[config.mk]
export PLATFORM = sky130hd
export DESIGN_NAME = de_scoreboard_rf
export DESIGN_NICKNAME = d
export VERILOG_FILES = /design/src/rtl/de_scoreboard_rf_pkg.sv /design/src/rtl/de_scoreboard_rf_ctr.sv /design/src/rtl/de_scoreboard_rf.sv
export SDC_FILE = /design/constraint.sdc
export NUM_CORES = 2
export LEC_CHECK = 0
export BUFFER_PORTS_ARGS = -buffer_cell sky130_fd_sc_hd__buf_2
export CORE_MARGIN = 1
export CORE_UTILIZATION = 30
export DETAILED_ROUTE_END_ITERATION = 12
export GPL_TIMING_DRIVEN = 1
export PLACE_DENSITY = 0.5
export SYNTH_ARGS = -nofsm -noshare
export SYNTH_HDL_FRONTEND = slang
export SYNTH_HIERARCHICAL = 1
export SYNTH_SLANG_ARGS = --single-unit
[constraint.sdc]
create_clock -name clk -period 30.8 [get_ports clk]
set_clock_uncertainty 0.2 [all_clocks]
set_input_delay 0 -clock clk [delete_from_list [all_inputs] [get_ports clk]]
set_output_delay 0 -clock clk [all_outputs]
set_load 0.01 [all_outputs]
[src/rtl/de_scoreboard_rf_pkg.sv]
// Shared pipeline defines for the decode scoreboard / register file.
// Data width default, register-ID width derivation and register-ID type.
package de_scoreboard_rf_pkg;

  localparam int XLEN_DEF  = 32;
  localparam int NREGS_DEF = 32;

  function automatic int rw_of(input int n);
    return (n > 1) ? $clog2(n) : 1;
  endfunction

  localparam int RW_DEF = rw_of(NREGS_DEF);

  typedef logic [RW_DEF-1:0] reg_id_t;

endpackage

[src/rtl/de_scoreboard_rf_ctr.sv]
// Per-register pending-writer counter.
// Net +inc -wb -kill per cycle, saturating, with sticky error.
module sb_pending_ctr #(
  parameter int CNTW = 2
) (
  input  logic            clk,
  input  logic            reset,
  input  logic            inc,
  input  logic            dec_wb,
  input  logic            dec_kill,
  output logic [CNTW-1:0] cnt,
  output logic            err
);

  localparam int SW = CNTW + 2;

  logic [SW-1:0]   sum;
  logic [CNTW-1:0] nxt;
  logic            unf;
  logic            ovf;

  // Signed sum in a 2-bit wider field; MSB set means below zero.
  always_comb begin
    sum = SW'(cnt) + SW'(inc) - SW'(dec_wb) - SW'(dec_kill);
    unf = sum[SW-1];
    ovf = !unf && sum[CNTW];
    nxt = sum[CNTW-1:0];
    if (unf) nxt = '0;
    if (ovf) nxt = '1;
  end

  // Counter state and sticky error flag.
  always_ff @(posedge clk or posedge reset) begin
    if (reset) begin
      cnt <= '0;
      err <= 1'b0;
    end else begin
      cnt <= nxt;
      if (unf || ovf) err <= 1'b1;
    end
  end

endmodule

[src/rtl/de_scoreboard_rf.sv]
// Decode-stage register file with pending-write scoreboard.
// Combinational reads with optional WB bypass; RAW/WAW stall.
module de_scoreboard_rf
  import de_scoreboard_rf_pkg::*;
#(
  parameter int XLEN      = XLEN_DEF,
  parameter int NREGS     = NREGS_DEF,
  parameter int NRD       = 2,
  parameter int CNTW      = 2,
  parameter int WB_BYPASS = 1,
  localparam int RW       = rw_of(NREGS)
) (
  input  logic              clk,
  input  logic              reset,
  input  logic              issue_valid,
  input  logic [NRD*RW-1:0] rs_addr,
  input  logic [NRD-1:0]    rs_used,
  input  logic              issue_wr,
  input  logic [RW-1:0]     issue_rd,
  input  logic              wb_valid,
  input  logic [RW-1:0]     wb_rd,
  input  logic [XLEN-1:0]   wb_data,
  input  logic              kill_valid,
  input  logic [RW-1:0]     kill_rd,
  output logic [NRD*XLEN-1:0] rdata,
  output logic              stall,
  output logic              sb_err
);

  localparam logic [CNTW-1:0] PMAX = '1;

  logic [XLEN-1:0] regs [NREGS];
  logic [CNTW-1:0] pend [NREGS];
  logic [NREGS-1:0] err_vec;
  logic [NRD-1:0]   raw;
  logic             wb_ok;
  logic             waw;
  logic             accept;

  assign wb_ok = wb_valid && (wb_rd != '0);

  // Per-port read mux and RAW hazard detection.
  for (genvar i = 0; i < NRD; i++) begin : g_port
    logic [RW-1:0] a;
    logic          hit;
    assign a   = rs_addr[i*RW +: RW];
    assign hit = (WB_BYPASS != 0) && wb_ok && (wb_rd == a);
    assign rdata[i*XLEN +: XLEN] =
      (reset || a == '0) ? '0 :
      hit ? wb_data : regs[a];
    assign raw[i] = rs_used[i] && (pend[a] != '0) &&
      !(hit && pend[a] == CNTW'(1));
  end

  // Writer cap: full counter blocks issue unless retired this cycle.
  assign waw = issue_wr && (issue_rd != '0) &&
    (pend[issue_rd] == PMAX) &&
    !((wb_valid && wb_rd == issue_rd) ||
      (kill_valid && kill_rd == issue_rd));

  assign stall  = !reset && issue_valid && ((|raw) || waw);
  assign accept = issue_valid && !stall && issue_wr &&
    (issue_rd != '0);
  assign sb_err = |err_vec;

  assign pend[0]    = '0;
  assign err_vec[0] = 1'b0;

  for (genvar r = 1; r < NREGS; r++) begin : g_ctr
    sb_pending_ctr #(.CNTW(CNTW)) u_ctr (
      .clk      (clk),
      .reset    (reset),
      .inc      (accept && issue_rd == RW'(r)),
      .dec_wb   (wb_valid && wb_rd == RW'(r)),
      .dec_kill (kill_valid && kill_rd == RW'(r)),
      .cnt      (pend[r]),
      .err      (err_vec[r])
    );
  end

  // Synchronous register write; x0 is never written.
  always_ff @(posedge clk or posedge reset) begin
    if (reset) begin
      for (int k = 0; k < NREGS; k++) regs[k] <= '0;
    end else if (wb_ok) begin
      regs[wb_rd] <= wb_data;
    end
  end

endmodule

# Yosys cells after proc, flatten, opt, wreduce, memory -nomap -nowiden
# Cells that the tools add are included.
# word_totals
output_inout_bits,66
inputBits,65
wordCells,603
register_bits,1117
# op_classes
order_cmp,5
bitwise_logic,4
eq_ne,100
n_reduce_logical,223
addsub,93
n_mux,84
# op_table
operator,n
1024-bit bitwise mux,1
32-bit binary-select mux with 5-bit select,2
32-bit 2-to-1 mux,9
4-bit by 1-bit subtractor with 4-bit output,62
5-bit equality test (second input constant),48
32-bit demux with 5-bit select,1
1-bit logical AND,144
2-bit 2-to-1 mux,68
5-bit by 4-bit equality test with 1-bit output (second input constant),24
2-bit by 1-bit adder with 3-bit output,31
5-bit by 3-bit equality test with 1-bit output (second input constant),12
1-bit logical NOT,36
1-bit logical OR,35
31-bit OR reduction,1
2-bit binary-select mux with 5-bit select,3
5-bit by 2-bit equality test with 1-bit output (second input constant),6
6-bit >= comparator (second input constant),4
5-bit NOT with 6-bit output,4
5-bit equality test,4
5-bit by 1-bit equality test with 1-bit output (second input constant),3
5-bit logical NOT,2
5-bit nonzero test,2
6-bit by 1-bit less-than comparator with 1-bit output (second input constant),1
2-bit by 1-bit equality test with 1-bit output (second input constant),2
3 further kinds,4

# Logic depth before layout (Yosys ltp)
# depth
word_depth,22
mapped_depth,20
ltp_nobuf,16

# By module
# Netlist, hierarchy kept.
# by_module_without_submodules
mod,n_inst,seq_area_each_um2,area_per_inst_um2,cells_each
de_scoreboard_rf,1,25624.6,57446.3,4659
sb_pending_ctr,31,75.1,225.2,21

# Worst setup path before layout
# Ideal clock, no wire load.
# synth_path
path_kind,input to output
startpoint,input reset
endpoint,output rdata[0]
cell_stages,3
required_ns,30.600
slack_ns,4.640
arrival_ns,25.960
n_path_buf,0
path_cell_list,inv_1 o41ai_1 a211oi_1
# synth_via
elab_chain_len,2
# synth_lines
item,line_no,text
start: declaration,de_scoreboard_rf.sv:14,"input logic reset,"
1-bit logical OR,de_scoreboard_rf.sv:49,(reset || a == '0) ? '0 :
32-bit 2-to-1 mux,de_scoreboard_rf.sv:49,
end: declaration,de_scoreboard_rf.sv:25,"output logic [NRD*XLEN-1:0] rdata,"
# Every way passes these cells.

# Final worst setup path
# layout_path
startpoint,input rs_addr[0]
endpoint,output rdata[15]
# layout_via
elab_chain_len,6
elab_cells_between_ends,10
classes_between,1 x eq/ne; 5 x mux; 1 x bitwise; 3 x reduce/logical
# layout_lines
item,line_no,text
start: declaration,de_scoreboard_rf.sv:16,"input logic [NRD*RW-1:0] rs_addr,"
5-bit NOT with 6-bit output (implied by the code),de_scoreboard_rf.sv:50,hit ? wb_data : regs[a];
32-bit binary-select mux with 5-bit select,de_scoreboard_rf.sv:50,
32-bit 2-to-1 mux (implied by the code) (2 in series),de_scoreboard_rf.sv:50,
32-bit 2-to-1 mux,de_scoreboard_rf.sv:50,
32-bit 2-to-1 mux *,de_scoreboard_rf.sv:49,
# Every way passes the cells marked *; elsewhere a longest branch is shown, timed or not. The select of a mux whose other input is x is not followed.

==> summary.md <==
- **cell taking the most area after synthesis** dfrtp_1
- **share of the clock period used by the worst path** 0.1739
- **fill count** 21000
- **starting density of the core** 0.3029
- **P&R area growth vs syn** 12.14%
- **global-route wire length before repair** 321400 µm
- **unrepaired setup endpoints after global routing** false
- **post-cts repair resize count** 0
- **Post CTS Setup Buffer Count** 0
- **total placed cells including tap cells** 7880
- **clk root buf** clkbuf_16
- **async set or reset register ratio after synthesis** 1.000
- **drt first-iter violations** 4114
- **post-synth design cell area** 0.06443 mm²
- **clock insertion delay at the later pin of the skew report** 760 ps
- **number of standard cells in the layout, taps in and fillers out** 8145
- **share of the synthesized area in the top cell type** 0.4338
- **Mapped Cells** 5310
- **Hold WC Path Type** input port to flop
- **detailed placer's ending HPWL** 119400 µm
- **net switching share of the total power** 0.2937
- **ys flop type** dfrtp_1
- **switching power total** 0.001353 W
- **number of remaining DRC errors** 0
- **most common cell after layout, fill and taps aside** nand2_1
- **Total Die Area** 0.2166 mm²
- **clock buffer count from CTS** 120
- **clock tree sinks** 1117
- **Clock H-tree levels** 3
- **commonest cells after routing, fill and taps aside** 1474 x nand2_1, 1117 x dfrtp_1, 663 x mux4_2
- **share of synthesized area occupied by flip-flops and latches** 0.4338
- **fmax** 186.7 MHz
- **Sum Neg Setup Slack** 0 ps
- **combinational group share of total power** 0.215
- **initial antenna violation count** 10
- **Routed WL** 218200 µm
- **post-synthesis cell type count** 63
- **fin util** 0.3396
- **critical path capture point type** primary output
- **maximum buffer depth of the clock tree** 3
- **maximum net fanout on the critical path** 96
- **Ports** 131
- **remaining antenna violation count** 0
- **register share of total power** 0.441
- **iteration count of the initial detailed-routing pass** 6
- **global routing usage summed across all routing layers** 0.2012
- **endpoint arrival time on the critical path** 5160 ps
- **share of layout cells above drive strength 1** 0.3169
- **relative slew slack** 0.2228
- **post-layout net count** 5507
- **number of port buffers** 130
- **status** finished, final reports clean
- **CORE AREA** 0.2127 mm²
- **die boundary height** 465.4 µm
- **cell row count** 169
- **TritonCTS clock tree** built
- **Leak Pwr** 32.54 nW
- **post-detailed-route wirelength per cell** 26.79 µm
- **Die Span X** 465.4 µm
- **final critical-path required period** 5355 ps
- **Slew @ Worst Pin** 1166 ps
- **final setup violation count** 0
- **worst endpoint required time** 30600 ps
- **number of global-route vias before repair** 44800
- **synth warn** 6
- **Vias per Instance** 5.389
- **maximum VDD drop** 49.57 µV
- **syn_area_per_cell** 12.13 µm²
- **classification of the worst setup path** input port to primary output
- **power density of the placed cells** 63.76 mW/mm²
- **number of flops mapped to enable cells by yosys** 0
- **number of endpoints with negative hold slack in the final report** 0
- **number of vias after detailed routing** 43900
- **Clk network pwr share** 0.344
- **final number of max-transition violations** 0
- **clock-pin slew on the worst setup and hold paths** 60 ps
- **global-route congestion overflow total** 0
- **startpoint class of the critical path** input port
- **top post-synthesis cells by area** dfrtp_1 43%, mux4_2 23%, mux2_2 9.0%
- **total of flip-flops plus latches after synthesis** 1117
- **CTS Hold Buffers Added** 44
- **max cap viols** 0
- **GP Congestion** 0.8055
- **internal power contribution** 0.003254 W
- **largest net degree at the start of global routing** 128
- **Post-Synthesis Net Count** 5592
-- path summary, 6_finish.rpt --
path	cells past startpoint	end	slack, ps	startpoint
max	9	rdata[15]	25440	rs_addr[0]
min	8	g_ctr[8].u_ctr/cnt[0]	100	wb_rd[1]
max reg2reg	14	g_ctr[8].u_ctr/cnt[0]	25990	g_ctr[28].u_ctr/cnt[1]
min reg2reg	0	regs[1014]	190	regs[1014]
max in group asynchronous	7	regs[326]	27250	reset
min in group asynchronous	5	g_ctr[27].u_ctr/err	380	reset
-- registers in the layout (all words and copies together), names as in the netlist --
register         count
regs              1024
g_ctr.u_ctr/cnt     62
g_ctr.u_ctr/err     31
-- critical path, stage by stage --
cell and delay [ps]:
buf_8 610, buf_12 700, buf_4 870, buf_4 790, mux4_2 600, mux4_2 490
mux2i_1 560, a211oi_1 180, buf_2 180
-- area by class of cell --
cell class | count | area (µm²) | share of cell area
clock inverters | 46 | 730.7 | 0.01011
multi-input cells | 3417 | 33480 | 0.4634
inverters | 300 | 1139 | 0.01576
diodes | 1 | 2.502 | 0.00003464
flip-flops and latches | 1117 | 27950 | 0.3869
clock buffers | 174 | 3518 | 0.04870
well taps | 2821 | 3530 | 0.04885
repair buffers | 269 | 1899 | 0.02629
-- synth_stat cells, types with 63 or more instances --
master / n
dfrtp_1: 1117
inv_1: 298
buf_2: 121
mux2_2: 516
nor2_1: 123
a211oi_1: 67
buf_1: 63
mux2i_1: 89
mux4_2: 663
clkbuf_1: 274
ha_1: 155
nand2_1: 1490
-- cells by family after synthesis --
kind of cell             share of synthesized area
AND/OR/NAND/NOR                             0.1052
multiplexers                                0.3365
flip-flops                                  0.4338
buffers and inverters                      0.04925
adder cells (fa/ha/maj)                    0.04937
AO/OA/AOI/OAI                              0.02313
XOR/XNOR                                  0.002719
-- power by group through the flow --
stage | combinational [W] | clock, W | sequential (W)
finish | 0.000990 | 0.00158 | 0.00203
global route | 0.00108 | 0.00167 | 0.00207
CTS | 0.00100 | 0.00161 | 0.00203
detailed placement | 0.000992 | 0 | 0.00205
global placement | 0.000970 | 0 | 0.00203
floorplan | 0.000772 | 0 | 0.00196
-- metrics by stage --
step	instance area, µm²	setup slack (ps)	power [W]	hold WS [ps]
floorplan	64430	1735	0.002733	-446.4
global placement	67560	25220	0.003003	66.77
detailed placement	67560	25210	0.003042	71.01
CTS	72250	25340	0.004639	16.13
global route	72250	25010	0.004818	105.9
finish	72250	25440	0.004606	95.02
-- routing by layer --
layer,track usage,vias up,routed length [µm]
li1,-,18370,-
met1,0.2942,23620,99090
met2,0.3105,1594,99120
met3,0.03315,305,14510
met4,0.04730,8,5410
met5,0,-,50
No activity file was read; power rests on OpenSTA's default activity.
